<file path="src/rtl/seq_pkg.sv">
// Shared opcode and state encodings for the instruction sequencer.
package seq_pkg;

   typedef enum logic [1:0] {OP_REG, OP_STORE, OP_JUMP, OP_HALT} op_t;
   typedef enum logic [1:0] {S_IDLE, S_RUN, S_HALT} state_t;

endpackage

</file>
<file path="src/rtl/instr_sequencer.sv">
// Program counter / control sequencer: steps instruction_A, decodes the
// returned word with zero latency and issues one write strobe per instruction.
module instr_sequencer
   import seq_pkg::*;
#(
   parameter int ADDR_W = 3,
   parameter int CNT_W  = 8
) (
   input  logic              clk,
   input  logic              rst,
   input  logic              start,
   input  logic              stall,
   input  logic [ADDR_W+1:0] instr_word,
   output logic [ADDR_W-1:0] instruction_A,
   output logic              RegWrite,
   output logic              MemWrite,
   output logic              busy,
   output logic              done,
   output logic [CNT_W-1:0]  retired
);

   state_t            state_q, state_d;
   logic [ADDR_W-1:0] pc_q, pc_d;
   logic [CNT_W-1:0]  cnt_q, cnt_d;
   op_t               op;
   logic [ADDR_W-1:0] target;
   logic              exec;

   function automatic logic [CNT_W-1:0] sat_inc(input logic [CNT_W-1:0] v);
      return (v == '1) ? v : v + 1'b1;
   endfunction

   assign op     = op_t'(instr_word[ADDR_W+1:ADDR_W]);
   assign target = instr_word[ADDR_W-1:0];
   // start takes priority: a restart cycle never executes the current word
   assign exec   = (state_q == S_RUN) && !stall && !start;

   always_ff @(posedge clk or negedge rst) begin
      if (!rst) begin
         state_q <= S_IDLE;
         pc_q    <= '0;
         cnt_q   <= '0;
      end else begin
         state_q <= state_d;
         pc_q    <= pc_d;
         cnt_q   <= cnt_d;
      end
   end

   always_comb begin
      state_d = state_q;
      pc_d    = pc_q;
      cnt_d   = cnt_q;
      if (start) begin
         state_d = S_RUN;
         pc_d    = '0;
         cnt_d   = '0;
      end else if (exec) begin
         cnt_d = sat_inc(cnt_q);
         unique case (op)
            OP_REG, OP_STORE: pc_d = pc_q + 1'b1;
            OP_JUMP:          pc_d = target;
            OP_HALT:          state_d = S_HALT;
            default:          pc_d = pc_q;
         endcase
      end
   end

   assign RegWrite      = exec && (op == OP_REG);
   assign MemWrite      = exec && (op == OP_STORE);
   assign busy          = (state_q == S_RUN);
   assign done          = (state_q == S_HALT);
   assign instruction_A = pc_q;
   assign retired       = cnt_q;

endmodule

</file>
<file path="config.mk">
export PLATFORM = sky130hd
export DESIGN_NAME = instr_sequencer
export DESIGN_NICKNAME = d
export VERILOG_FILES = /design/src/rtl/seq_pkg.sv /design/src/rtl/instr_sequencer.sv
export SDC_FILE = /design/constraint.sdc
export NUM_CORES = 1
export LEC_CHECK = 0
export CAP_MARGIN = 20
export CORE_MARGIN = 1
export CORE_UTILIZATION = 41
export DETAILED_ROUTE_END_ITERATION = 7
export PLACE_DENSITY = 0.72
export SLEW_MARGIN = 0
export SYNTH_ARGS = -nofsm -noshare
export SYNTH_HDL_FRONTEND = slang
export SYNTH_SLANG_ARGS = --single-unit
</file>
<file path="constraint.sdc">
create_clock -name clk -period 1.67 [get_ports clk]
set_clock_uncertainty 0.2 [all_clocks]
set_input_delay 0.334 -clock clk [delete_from_list [all_inputs] [get_ports clk]]
set_output_delay 0.334 -clock clk [all_outputs]
set_load 0.01 [all_outputs]
</file>
# Word level (Yosys, flattened, before mapping)
# Index checks and enable logic that the tools add are counted.
# word_totals
ff_bits	13
inputBits	9
# op_classes
mux	9
n_reduce_logical	14
addsub	2
n_eq_ne	7
# ops
operator	n
8-bit two-way mux	3
8-bit by 1-bit adder with 8-bit output (second input constant)	1
8-bit equality test (second input constant)	1
2-bit equality test (second input constant)	3
2-bit two-way mux	3
3-bit two-way mux	2
3-bit case mux with 2 select lines	1
2-bit AND reduction	3
2-bit by 1-bit equality test with 1-bit output (second input constant)	2
1-bit logical AND	4
2-bit nonzero test	2
3-bit by 1-bit adder with 3-bit output (second input constant)	1
3-bit nonzero test	1
1-bit zero test	2
2-bit zero test	1
2-bit != test (second input constant)	1
2-bit OR reduction	1

# Longest topological paths before layout
# Gate-level depths: netlist (run 1).
# logic_depth
depth_word	5
ltp_mapped	4
depth_no_buf	4

# Worst setup path after synthesis (run 1)
# OpenSTA, ideal clock, no wires.
# synth_timing
kind	register to register
startpoint	register cnt_q[0], in the netlist retired[0]
endpoint	register cnt_q[5], in the netlist retired[5]
setup_slack_ns	-0.236
required_time_ns	1.345
arrival_time_ns	1.582
setup_time_ns	0.125
stages_incl_launch_ff	5
synth_period_minus_slack_ns	1.906
path_cell_list	dfrtp_1 -> ha_1 -> and3_1 -> a2111oi_2 -> mux2_2
# synth_between
elab_chain_cells	4
elab_cells_between_ends	7
cone_classes	add/sub: 1; eq/ne: 2; mux: 3; reduce/logical: 1
# synth_lines
element	line	source
from (decl)	instr_sequencer.sv:24	logic [CNT_W-1:0] cnt_q, cnt_d;
from (signal assigned)	instr_sequencer.sv:46	cnt_q <= cnt_d;
8-bit by 1-bit adder with 8-bit output	instr_sequencer.sv:30	return (v == '1) ? v : v + 1'b1;
8-bit two-way mux	instr_sequencer.sv:30	
8-bit two-way mux	instr_sequencer.sv:58	end else if (exec) begin
8-bit two-way mux	instr_sequencer.sv:54	if (start) begin
# Several ways; a longest one is shown, not always the timed one. The select of a mux whose other input is x is not followed.
# A chain may end at the register's enable or synchronous reset.

# Worst setup path after layout (run 1)
# layout_timing
startpoint	register state_q[0]
endpoint	output port RegWrite
# layout_between
elab_chain_cells	4
# layout_lines
element	line	source
from (decl)	instr_sequencer.sv:22	state_t state_q, state_d;
from (signal assigned)	instr_sequencer.sv:44	state_q <= state_d;
2-bit by 1-bit equality test with 1-bit output	instr_sequencer.sv:36	assign exec = (state_q == S_RUN) && !stall && !start;
1-bit logical AND (2 in a row)	instr_sequencer.sv:36	
1-bit logical AND	instr_sequencer.sv:69	assign RegWrite = exec && (op == OP_REG);
to (decl)	instr_sequencer.sv:15	output logic RegWrite,
# No other way between the ends.

==> out/summary.txt, run 1 <==
Layout cell share with drive strength beyond 1 - 0.414
Synth cell types - 35
Worst-path fanout max - 3
FP Rows - 15
PD cells - 538 mW/mm^2
Port buffer count - 23
Finished Layout Cells - 165
Antenna violations before repair - 0
Crit-path slowest cell - or3b_4
Crit path kind - flop to output port
Critical Path, Cell by Cell - or3b_4 > nor4_2 > buf_2
Synth Net Count - 97
Fin. Hold Viols - 0
CORE AREA - 0.00178 sq mm
Detailed Routing Iterations Pass 1 - 4
Avg WL per Cell - 14.6 microns
Via count - 896
Fmax - 527 MHz
Max-cap viol count - 0
Placed cells - 160
Total grt overflow - 0
Crit end category - output port
Fin Setup TNS - -1.18 ns
Peak supply drop - 0.000580 V
Number of synthesized flops with an enable pin - 0
Synth-to-Final Area Change - 71.4%
Mapped Area - 813 sq um
Hold WS - 0.161 ns
Final worst setup slack - -0.228 ns
Synth area leader - dfrtp_1
DRT antenna net count - 0
Htree depth - 1
Hold crit path type - primary input to async pin
Clock-pin slew on the worst setup and hold paths - 0.08 ns
Io pins - 24
DRC Markers - 0
Gr usage total - 0.253
Synth top area share - 0.400
Crit path arrival time - 1.36 ns
Ys Warns - 0
Minimum clock period after layout - 1.90 ns
Crit path required time - 1.14 ns
Half-perimeter wire length after detailed placement - 1.77 mm
Post-synth top cells - dfrtp_1, nand2_1, a21oi_1
Failing checks - setup timing
Synth Register Bits - 13
Die Height - 46.5 microns
Slew @ Worst Pin - 0.304 ns
Seq/Total Area, Yosys - 0.400
Clock sinks - 13
Maximum root-to-sink buffer count - 2
Top_reg_cell synth - dfrtp_1
CTS Buf Count - 3
Vias/cell - 5.43
CTS root buf - clkbuf_4
Antenna diodes - 0
CP max stage delay - 0.41 ns
TritonCTS clock tree - done
GPL Wtd Cong - 0.840
Final setup violation count - 11
Post-synth ARST share - 1.00
Outcome - finished with violations
Worst setup SP type - flop
Initial core utilization - 0.456
Largest net degree at the start of global routing - 14
Initial DRC Count - 27
Most common cell in the synthesized netlist - dfrtp_1
Final wirelength - 2.42 mm
Max-slew violations - 0
Placed Area - 0.00133 sq mm
Total Nets Final - 152
Worst skew pair latency - 0.28 ns
Die area - 0.00217 sq mm
RSZ-0062 raised after global routing - true
Final instance area - 0.00139 sq mm
Global-route wire length before repair - 3.78 mm
Mean post-synth cell area - 9.46 sq um
Leakage - 0.654 nW
Period utilization - 1.14
Number of global-route vias before repair - 875
Post-synthesis cell count - 86
Die width - 46.5 microns
Slew headroom - 0.796
Hold buffer count at CTS - 0
Pwr Total - 0.000750 W
Synth top area cells - dfrtp_1, mux2_2, nor2b_1, nor4_1, a21oi_1
==> worst max-delay path: cells and delay by family (launching register included) <==
family                 cells  cell delay, ns
AND/OR/NAND/NOR            2            0.54
flip-flops                 1            0.39
buffers and inverters      1            0.17
==> metrics by stage <==
| stage | setup slack, ns | utilization |
|---|---|---|
| 5_1_grt | -0.280 | 0.782 |
| 4_1_cts | -0.240 | 0.775 |
| 6_report | -0.228 | 0.782 |
| 3_3_place_gp | -0.734 | 0.747 |
| 2_1_floorplan | -0.110 | - |
| 3_5_place_dp | -0.739 | 0.747 |
==> repair_timing <==
item | CTS | global route
buffers inserted | 1 | 0
gates resized for setup | 39 | 3
endpoints found under the setup margin | 25 | 13
pin swaps | 4 | 2
==> final timing paths <==
check | from | to | slack, ns | cells past startpoint
worst max-delay path | state_q[0] | RegWrite | -0.23 | 3
worst min-delay path | rst | instruction_A[1] | 0.16 | 2
worst max register to register | state_q[0] | retired[5] | -0.23 | 4
worst min register to register | state_q[0] | state_q[0] | 0.38 | 2
max in group asynchronous | rst | retired[1] | 0.91 | 2
min in group clk | start | instruction_A[2] | 0.27 | 2
==> registers in the layout, summed over array words and instances (netlist names) <==
name / flops
retired: 8
instruction_A: 3
state_q: 2
==> cell families (layout without fill, tap and decap cells) <==
kind of cell	after synthesis	in the layout	synth area share
AOI/OAI and AO/OA	19	19	0.168
adders and majority gates	2	2	0.0308
buffers and inverters	7	61	0.0415
DFF	13	13	0.400
muxes	5	5	0.0677
and+or+nand+nor	40	40	0.292
==> area by class of cell <==
cell class                      count  area, sq um
Clock buffer                        4         26.3
Fill cell                         137          389
Inverter                            5         18.8
Multi-Input combinational cell     66          568
Sequential cell                    13          328
Tap cell                           25         31.3
Timing Repair Buffer               52          422
==> where the power goes <==
group          total, W  internal (W)  switching, W  leakage, nW
clock network  0.000194     0.0000926      0.000101       0.0150
registers      0.000341      0.000329     0.0000122        0.171
logic          0.000215      0.000116     0.0000993        0.468
==> layer usage <==
metal	GRT usage	routed length, microns	vias up
li1	-	-	427
met1	0.333	1060	435
met2	0.411	1210	32
met3	0.0471	127	2
met4	0.0882	15	0
met5	0	0	-
==> cells in the final DEF (no fill, tap or decap), types with 2 or more instances in the layout <==
cell and count:
dlygate4sd2_1 11, inv_1 5, nand2_1 7, nand3_1 2, clkbuf_4 3, a21oi_1 6
mux2_4 2, nor2_1 5, o31ai_1 2, buf_6 2, buf_4 27, clkdlybuf4s50_1 6
dfrtp_2 2, nor4_2 3, buf_2 4, nor3_1 2, nor2b_1 5, clkdlybuf4s15_1 2
o21ai_0 3, and4_1 2, nand2b_1 2, dfrtp_1 11, mux2_2 2
Note: power is estimated with default switching activity, not from simulation.
==> run 2, diff against run 1 <==
ABC_AREA = 1   (was not set)
==> run 2 against run 1 <==
Non-clock buffer count shrank 12. Largest power group unchanged. Final cell count grew 7.9%. Worst hold slack gained 0.0058 ns. Critical endpoint unchanged. Highest routed layer unchanged. Global-route usage shrank 5.2 points. Clock power shrank 3%. Combinational power shrank 25%. Critical path type unchanged. Area after synthesis shrank 1.7%. Power shrank 7.8%. Sequential share of layout area grew 3.6 points. The run still ends with setup timing left.
==> out/summary.txt, run 2 <==
Worst-path fanout max - 3 (unchanged)
CP max stage delay - 0.37 ns (-0.04 ns)
Antenna diodes - 0 (unchanged)
Fillers - 158 (+15%)
Fmax - 547 MHz (+3.7%)
Leakage - 0.686 nW (+4.9%)
TritonCTS clock tree - done
Avg WL per Cell - 10.0 microns (-31%)
Crit path kind - flop to output port
Crit-path slowest cell - dfrtp_1
Half-perimeter wire length after detailed placement - 1.36 mm (-23%)
Synth cell types - 19 (-46%)
Final setup violation count - 2 (-9)
Period utilization - 1.10 (-0.0411)
Fin Setup TNS - -0.288 ns (+0.895 ns)
Clock-pin slew on the worst setup and hold paths - 0.08 ns (about the same)
R2R setup slack - 0.10 ns (+0.33 ns)
Synth top area share - 0.407 (+0.00689)
Layout cell share with drive strength beyond 1 - 0.261 (-0.153)
Minimum clock period after layout - 1.83 ns (-0.0686 ns)
Via count - 792 (-12%)
Peak supply drop - 0.000465 V (-20%)
Synth Net Count - 121 (+25%)
Post-synthesis cell count - 110 (+28%)
Crit end category - output port
CTS root buf - clkbuf_4
Synth top area cells - dfrtp_1, nand2_1, inv_1, nand3_1, nor2_1
Number of synthesized flops with an enable pin - 0 (unchanged)
Port buffer count - 23 (unchanged)
Die area - 0.00213 sq mm (-1.6%)
PD cells - 578 mW/mm^2 (+7.4%)
Area occupied by registers - 325 sq um (-0.76%)
Post-synth ARST share - 1.00 (unchanged)
Final wirelength - 1.79 mm (-26%)
Top_reg_cell synth - dfrtp_1
Gr usage total - 0.201 (-0.0523)
Critical Path, Cell by Cell - inv_2 > nor2_4 > nand2_2 > nor2_4 > inv_2 > nor3_2 > buf_2
Hold WS - 0.167 ns (+0.00581 ns)
Number of global-route vias before repair - 726 (-17%)
Worst setup SP type - flop
Worst skew pair latency - 0.27 ns (about the same)
Die width - 46.2 microns (-0.81%)
Most frequent cells in the layout - nand2_1, buf_4, dfrtp_1
Io pins - 24 (unchanged)
Synth area leader - dfrtp_1
Detailed Routing Iterations Pass 1 - 4 (unchanged)
Clock sinks - 13 (unchanged)
Largest net degree at the start of global routing - 14 (unchanged)
Initial DRC Count - 17 (-37%)
Multi-input logic area - 437 sq um (-23%)
Seq/Total Area, Yosys - 0.407 (+0.00689)
Max-cap viol count - 0 (unchanged)
Global-route wire length before repair - 3.02 mm (-20%)
Final worst setup slack - -0.160 ns (+0.0686 ns)
Hold crit path type - primary input to async pin
Max reg flops - 8 (unchanged)
Post-synth top cells - nand2_1, dfrtp_1, inv_1, nor2_1, nand3_1
Antenna violations before repair - 0 (unchanged)
Ys Warns - 0 (unchanged)
Die Height - 46.2 microns (-0.81%)
CORE AREA - 0.00178 sq mm (unchanged)
Slew headroom - 0.761 (-0.0342)
GPL Wtd Cong - 0.796 (-5.2%)
Mapped Area - 800 sq um (-1.7%)
Max-slew violations - 0 (unchanged)
Crit path required time - 1.14 ns (about the same)
Total Nets Final - 165 (+8.6%)
Slew @ Worst Pin - 0.354 ns (+0.0504 ns)
CTS Buf Count - 3 (unchanged)
FP Rows - 15 (unchanged)
Outcome - finished with violations
Mean post-synth cell area - 7.27 sq um (-23%)
Total grt overflow - 0 (unchanged)
Failing checks - setup timing
Vias/cell - 4.45 (-18%)
DRT antenna net count - 0 (unchanged)
Most common cell in the synthesized netlist - nand2_1
Commonest non-fill, non-tap cell in the layout - nand2_1
RSZ-0062 raised after global routing - true
Hold buffer count at CTS - 0 (unchanged)
Maximum root-to-sink buffer count - 2 (unchanged)
Crit path arrival time - 1.30 ns (-0.06 ns)
Fin. Hold Viols - 0 (unchanged)
Synth Register Bits - 13 (unchanged)
Htree depth - 1 (unchanged)
Synth-to-Final Area Change - 49.8%
Initial core utilization - 0.448 (-0.00772)
DRC Markers - 0 (unchanged)
[run 2: cell types whose count changed in the layout (fill, tap and decap cells not counted), sizes merged, moves of 5 or more]
cell	change
buf	-12
nor4	-5
inv	+8
nor2	+10
nand3	+8
nor2b	-5
nand2	+33
[run 2: area by class of cell]
type / count / area share
multi-input cells: 83 / 0.365
repair buffers: 40 / 0.275
flip-flops and latches: 13 / 0.272
inverters: 13 / 0.0408
well taps: 25 / 0.0261
clock buffers: 4 / 0.0219
[run 2: worst max-delay path, delay by kind of cell, from the launching register on]
family / cells / cell delay [ns]
and+or+nand+nor: 4 / 0.39
DFF: 1 / 0.37
buffers and inverters: 3 / 0.26
[run 2: where the power goes]
| group | switching (W) | internal, W |
|---|---|---|
| logic | 0.0000800 | 0.0000815 |
| registers | 0.0000133 | 0.000328 |
| clock network | 0.0000966 | 0.0000926 |
| total | 0.000190 | 0.000502 |
[run 2: cell families after synthesis]
kind of cell,synth area share
AO/OA/AOI/OAI,0.0720
XOR/XNOR,0.0110
adder cells (fa/ha/maj),0.0313
buffers and inverters,0.0751
flip-flops,0.407
AND/OR/NAND/NOR,0.404
[run 2: metrics by stage]
step	total power [W]	instance area, sq um	setup WS [ns]	util	cells
2_1_floorplan	0.000414	800	0.0690	-	110
3_3_place_gp	0.000499	1130	-0.604	0.635	168
3_5_place_dp	0.000502	1130	-0.680	0.635	168
4_1_cts	0.000692	1180	-0.156	0.665	177
5_1_grt	0.000734	1200	-0.268	0.672	178
6_report	0.000692	1200	-0.160	0.672	178
[run 2: repair_timing]
item / CTS / global route
setup endpoints to repair: 15 / 7
gates resized for setup: 33 / 3
buffers inserted: 5 / 3
cloned: 0 / 0
pin swaps: 2 / 1
endpoints found under the hold margin: 0 / 0
[run 2: per-layer routing]
metal / global-route usage / share of wire
met1: 0.254 / 0.47
met3: 0.0706 / 0.043
met4: 0.0529 / 0.0045
met2: 0.324 / 0.48
met5: 0 / 0
[run 2: path summary, 6_finish.rpt]
| check | from | end | cells after the start |
|---|---|---|---|
| hold / removal | rst | retired[4] | 2 |
| hold reg to reg | instruction_A[1] | instruction_A[1] | 2 |
| min in group clk | stall | state_q[1] | 4 |
| setup / recovery | state_q[0] | RegWrite | 7 |
| max in group asynchronous | rst | retired[1] | 2 |
| setup reg to reg | state_q[0] | instruction_A[1] | 9 |
==> run 3, diff against run 2 <==
CORE_ASPECT_RATIO = 0.75   (was not set)
CORE_MARGIN = 10   (was 1)
SETUP_SLACK_MARGIN = 0.02   (was not set)
==> run 3 against run 2 <==
Sequential share of layout area fell by 0.23 points. Die area rose by 94%. Setup slack got worse by 0.051 ns. The flow still finishes with violations (setup timing). First-iteration DRC count rose by 71%. Critical endpoint is now MemWrite. Flip-flop and latch count did not move. Largest cell class unchanged. Combinational power rose by 7%. Final area rose by 1.3%. Non-clock buffer count did not move. Via count rose by 5.7%. Power rose by 2.3%.
==> out/summary.txt, run 3 (synthesized netlist as in run 2, its figures left out) <==
Outcome - finished with violations
Failing checks - setup timing
Worst setup startpoint - stall
Slew @ Worst Pin - 0.196 ns (-0.158 ns)
Port buffer count - 23 (unchanged)
Antenna diodes - 0 (unchanged)
RSZ-0062 raised after global routing - true
Htree depth - 1 (unchanged)
Number of global-route vias before repair - 832 (+15%)
Antenna violations before repair - 0 (unchanged)
CORE AREA - 0.00179 sq mm (+0.35%)
Gr usage total - 0.112 (-0.0892)
DRT antenna net count - 0 (unchanged)
Commonest non-fill, non-tap cell in the layout - nand2_1
Clock sinks - 13 (unchanged)
Clock-pin slew on the worst setup and hold paths - 0.08 ns (about the same)
Synth-to-Final Area Change - 51.6%
Half-perimeter wire length after detailed placement - 1.78 mm (+32%)
Reg-to-Reg End - retired[5]
R2R setup slack - 0.09 ns (about the same)
Detailed Routing Iterations Pass 1 - 4 (unchanged)
Initial DRC Count - 29 (+12)
Die Height - 58.2 microns (+26%)
Io pins - 24 (unchanged)
Hold buffer count at CTS - 0 (unchanged)
FP Rows - 13 (-2)
Global-route wire length before repair - 3.73 mm (+24%)
Fin. Hold Viols - 0 (unchanged)
Final instance area - 0.00121 sq mm (+1.3%)
Max reg flops - 8 (unchanged)
Crit path required time - 1.14 ns (about the same)
Total Nets Final - 166 (+0.61%)
Dpl ws - -0.685 ns (-0.00506 ns)
Maximum root-to-sink buffer count - 2 (unchanged)
Die area - 0.00413 sq mm (+94%)
Crit end category - output port
PD cells - 583 mW/mm^2 (+1.0%)
Max-slew violations - 0 (unchanged)
Placed Area - 0.00114 sq mm (+0.99%)
GPL Wtd Cong - 0.743 (-6.7%)
Finished Layout Cells - 176 (-1.1%)
CTS root buf - clkbuf_4
Reg2reg start - state_q[0]
Fmax - 532 MHz (-2.7%)
Slew headroom - 0.869 (+0.108)
Avg WL per Cell - 13.3 microns (+32%)
Hold WS - 0.157 ns (-0.00940 ns)
Peak supply drop - 0.000366 V (-21%)
Period utilization - 1.13 (+0.0303)
DRC Markers - 0 (unchanged)
Largest net degree at the start of global routing - 14 (unchanged)
Final setup violation count - 2 (unchanged)
Max-cap viol count - 0 (unchanged)
Crit path arrival time - 1.35 ns (+0.05 ns)
Crit-path slowest cell - clkdlybuf4s50_1
CTS Buf Count - 3 (unchanged)
Vias/cell - 4.76 (+6.9%)
Worst setup SP type - primary input
Via count - 837 (+5.7%)
Leakage - 0.689 nW (+0.44%)
Worst-path fanout max - 3 (unchanged)
R2R cell count - 9 (unchanged)
Die width - 71.0 microns (+54%)
Crit path to - MemWrite
Worst skew pair latency - 0.28 ns (about the same)
Crit path kind - primary input to output port
Final wirelength - 2.34 mm (+31%)
Pwr Total - 0.000707 W (+2.3%)
Total grt overflow - 0 (unchanged)
Minimum clock period after layout - 1.88 ns (+0.0506 ns)
CP max stage delay - 0.39 ns (+0.02 ns)
Final worst setup slack - -0.210 ns (-0.0506 ns)
Critical Path, Cell by Cell - clkdlybuf4s50_1 > inv_1 > nand2_4 > nor2_4 > inv_2 > nor3_2 > buf_2
Hold crit path type - primary input to async pin
TritonCTS clock tree - done
Initial core utilization - 0.447 (-0.00157)
Most frequent cells in the layout - nand2_1, buf_4, dfrtp_1
Layout cell share with drive strength beyond 1 - 0.279 (+0.0178)
Placed cells - 167 (-0.60%)
-- run 3: cell types whose count changed in the layout (fill, tap and decap cells not counted), sizes merged --
| cell | change |
|---|---|
| clkdlybuf4s50 | +1 |
| dlygate4sd2 | -1 |
| nand2 | +1 |
-- run 3: final cells by class --
type	instances	area (sq um)
Clock buffer	4	26.3
Timing Repair Buffer	40	324
Fill cell	169	577
Inverter	13	48.8
Sequential cell	13	327
Multi-Input combinational cell	84	459
Tap cell	22	27.5
-- run 3: power breakdown --
group / total (W) / internal [W] / switching, W
registers: 0.000340 / 0.000328 / 0.0000120
clock network: 0.000196 / 0.0000927 / 0.000103
logic: 0.000172 / 0.0000834 / 0.0000883
total: 0.000707 / 0.000504 / 0.000203
-- run 3: stage by stage --
step                      TNS [ns]  utilization
after global placement       -2.03        0.639
after CTS                   -0.338        0.658
after floorplan                  0            -
after detailed placement     -2.50        0.639
after global routing        -0.510        0.678
final                       -0.386        0.678
-- run 3: layer usage --
metal / part of all wire / routed length [microns] / GRT usage
met5: 0 / 0 / 0
met4: 0.013 / 31 / 0.0413
met3: 0.047 / 110 / 0.0442
met2: 0.51 / 1190 / 0.210
met1: 0.43 / 1010 / 0.109
-- run 3: what timing repair did --
| item | in CTS | in global routing |
|---|---|---|
| setup endpoints to repair | 15 | 13 |
| pin swaps | 1 | 2 |
| gates cloned | 0 | 1 |
| setup buffers | 3 | 1 |
| resized for setup | 35 | 6 |
-- run 3: critical path: cells and delay by family --
kind,cells,cell delay [ns]
and+or+nand+nor,3,0.29
buffers and inverters,4,0.72
-- run 3: worst min path at each step --
stage | from | endpoint | slack (ns) | cells past startpoint
after global placement | instruction_A[1] | instruction_A[1] | 0.31 | 2
after detailed placement | instruction_A[2] | instruction_A[2] | 0.32 | 2
after CTS | rst | retired[5] | 0.16 | 2
final | rst | retired[3] | 0.16 | 2
after floorplan | rst | instruction_A[0] | -0.16 | 0
after global routing | rst | instruction_A[0] | 0.17 | 2
==> RTL edit, RTL diff (flow settings as in run 1) <==
Re-encode `state_t` (3 states) as one-hot, 3 bits wide.
--- a/src/rtl/seq_pkg.sv
+++ b/src/rtl/seq_pkg.sv
@@ -4,3 +4,3 @@
    typedef enum logic [1:0] {OP_REG, OP_STORE, OP_JUMP, OP_HALT} op_t;
-   typedef enum logic [1:0] {S_IDLE, S_RUN, S_HALT} state_t;
+   typedef enum logic [2:0] {S_IDLE = 3'b001, S_RUN = 3'b010, S_HALT = 3'b100} state_t;
 
Function: same outputs for any inputs over 10 cycles, from zero or initial values and one cycle with rst low; not proved beyond that.
==> RTL edit against run 1 <==
  * The run still ends with setup timing left
  * Total power grew 6.2%
  * Combinational power grew 4%
  * Maximum frequency shrank 14%
  * Synthesized area grew 0.77%
  * Wire length grew 6.9%
  * Sequential cell count grew 1
  * Final cell count shrank 3.6%
  * Setup slack lost 0.31 ns
  * Largest power group unchanged
  * Final area grew 1.3%
==> RTL edit: results (changes against run 1) <==
status complete, but fails checks; failing checks setup timing; R2R Path Start state_q[0]$_DFFE_PN1P_; Synthesis Warnings 0 (unchanged); antenna cells 0 (unchanged); critical path's largest stage delay 0.53 ns (+0.12 ns); number of flip-flops in the largest register 8 (unchanged); Pre-antenna DRT Iters 4 (unchanged); initial antenna violation count 0 (unchanged); Synth area leaders dfrtp_1 40%, o21ai_0 4.9%, nor2_1 3.7%; post-synthesis sequential area ratio 42.90% (+2.9 points); worst hold path type in -> async; global-route wire length before repair 3408 µm (-9.9%); Nets 146 (-3.9%); Max stage delay cell, worst path or4b_4; top cells by count, synth 13 x dfrtp_1, 8 x nor2_1, 8 x o21ai_0; R2R setup slack -0.37 ns (-0.14 ns); largest net degree at the start of global routing 16 (+2); HPWL Detailed 1477 µm (-17%); Iter 0 DRT Violations 17 (-37%); synth unique cells 34 (-2.9%); CP max FO 3 (unchanged); PnR worst setup slack -0.5350 ns (-0.3066 ns); net count after synthesis 93 (-4.1%); TritonCTS Buffers 3 (unchanged); Critical R2R Capture retired[5]$_DFFE_PN0P_; worst vdd ir 0.0004699 V (-19%); Post-DP Area 0.001200 mm² (-10%); H-tree levels 1 (unchanged); Max Root-Sink Buffers 2 (unchanged); final-report hold violation count 0 (unchanged); vias in the first global route 785 (-10%); Most used DFF post-synth dfrtp_1; fillers 117 (-15%); R2R depth 7 (+3); Skew-Pair Late Insertion Delay 0.29 ns; Pint 561.7 µW (+4.6%); number of port buffers 23 (unchanged); asr flop ratio synth 100.0% (unchanged); vias per cell 5.516 (+1.6%); Setup violations, final 17 (+6); setup TNS -4.062 ns (-2.879 ns); RD Place Congestion 0.8141 (-3.0%); Leak 0.6729 nW (+2.9%); ratio of cells with drive above 1 in the final layout 41.79% (+0.36 points); CTS root buf clkbuf_4; WL/cell 16.25 µm (+11%); actual slew at the worst max-slew pin 0.3341 ns (+0.03025 ns); GRT Overall Usage 22.93% (-2.4 points); clock slew at reported path FFs 0.09 ns; WP data arrival 1.67 ns (+0.31 ns)
==> RTL edit: cell types whose count changed after synthesis, sizes merged, moves of 4 or more <==
cell   delta
or3       +4
a21oi     -4
nor2b     -4
nor4      -4
mux2      -4
o21ai     +5
==> RTL edit: layer usage <==
metal / vias up / routed length, µm / GRT usage, % / part of all wire, %
met5: - / 0 / 0 / 0
met4: 0 / 40 / 6.286 / 1.5
met3: 4 / 120 / 7.059 / 4.6
met2: 33 / 1348 / 38.33 / 52
met1: 433 / 1073 / 28.57 / 42
li1: 407 / - / - / -
==> RTL edit: power by group through the flow <==
stage	clock (mW)	sequential [mW]	combinational (mW)
after floorplan	0	0.377	0.0755
after global placement	0	0.368	0.177
after detailed placement	0	0.369	0.183
after CTS	0.204	0.361	0.196
after global routing	0.231	0.364	0.239
final	0.211	0.362	0.224
==> RTL edit: what timing repair did <==
action	CTS	global route
endpoints found under the hold margin	0	0
pin swaps	4	14
setup endpoints to repair	24	17
buffers inserted	9	6
gates resized for setup	34	22
gates cloned	0	0
==> RTL edit: kinds of logic after synthesis <==
family	Yosys count	synth area share [%]
AOI/OAI and AO/OA	22	18.78
xor gates and xnor gates	3	3.207
adders and majority gates	2	3.053
buffers and inverters	6	3.664
DFF	14	42.90
muxes	1	1.221
and+or+nand+nor	34	27.18
==> RTL edit: area by class of cell <==
type,instances,area (µm²),area share [%]
clock buffer,4,26.28,1.860
sequential,14,352.8,24.98
timing repair buffer,52,449.2,31.80
tap,25,31.28,2.214
multi-input combinational,62,545.5,38.62
inverter,2,7.507,0.5314
==> RTL edit: worst max-delay path by stage <==
stage | cells past startpoint | end | from
finish | 3 | RegWrite | state_q[2]$_DFFE_PN0P_
global route | 3 | RegWrite | state_q[0]$_DFFE_PN1P_
CTS | 3 | MemWrite | state_q[0]$_DFFE_PN1P_
detailed placement | 4 | MemWrite | stall
global placement | 4 | MemWrite | stall
floorplan | 2 | MemWrite | state_q[0]$_DFFE_PN1P_
==> RTL edit: worst max-delay path: cells and delay by family, from the launching register on <==
| kind | cells | cell delay (ns) |
|---|---|---|
| buffers and inverters | 1 | 0.19 |
| DFF | 1 | 0.40 |
| and+or+nand+nor | 2 | 0.78 |
==> RTL edit: through the flow <==
| step | hold slack [ns] | total power, mW | worst slack, ns | std cells |
|---|---|---|---|---|
| floorplan | -0.1616 | 0.4528 | -0.08716 | 82 |
| global placement | 0.3260 | 0.5455 | -1.015 | 142 |
| detailed placement | 0.3308 | 0.5520 | -1.045 | 142 |
| CTS | 0.1604 | 0.7612 | -0.4565 | 155 |
| global route | 0.1742 | 0.8338 | -0.5861 | 159 |
| finish | 0.1502 | 0.7960 | -0.5350 | 159 |
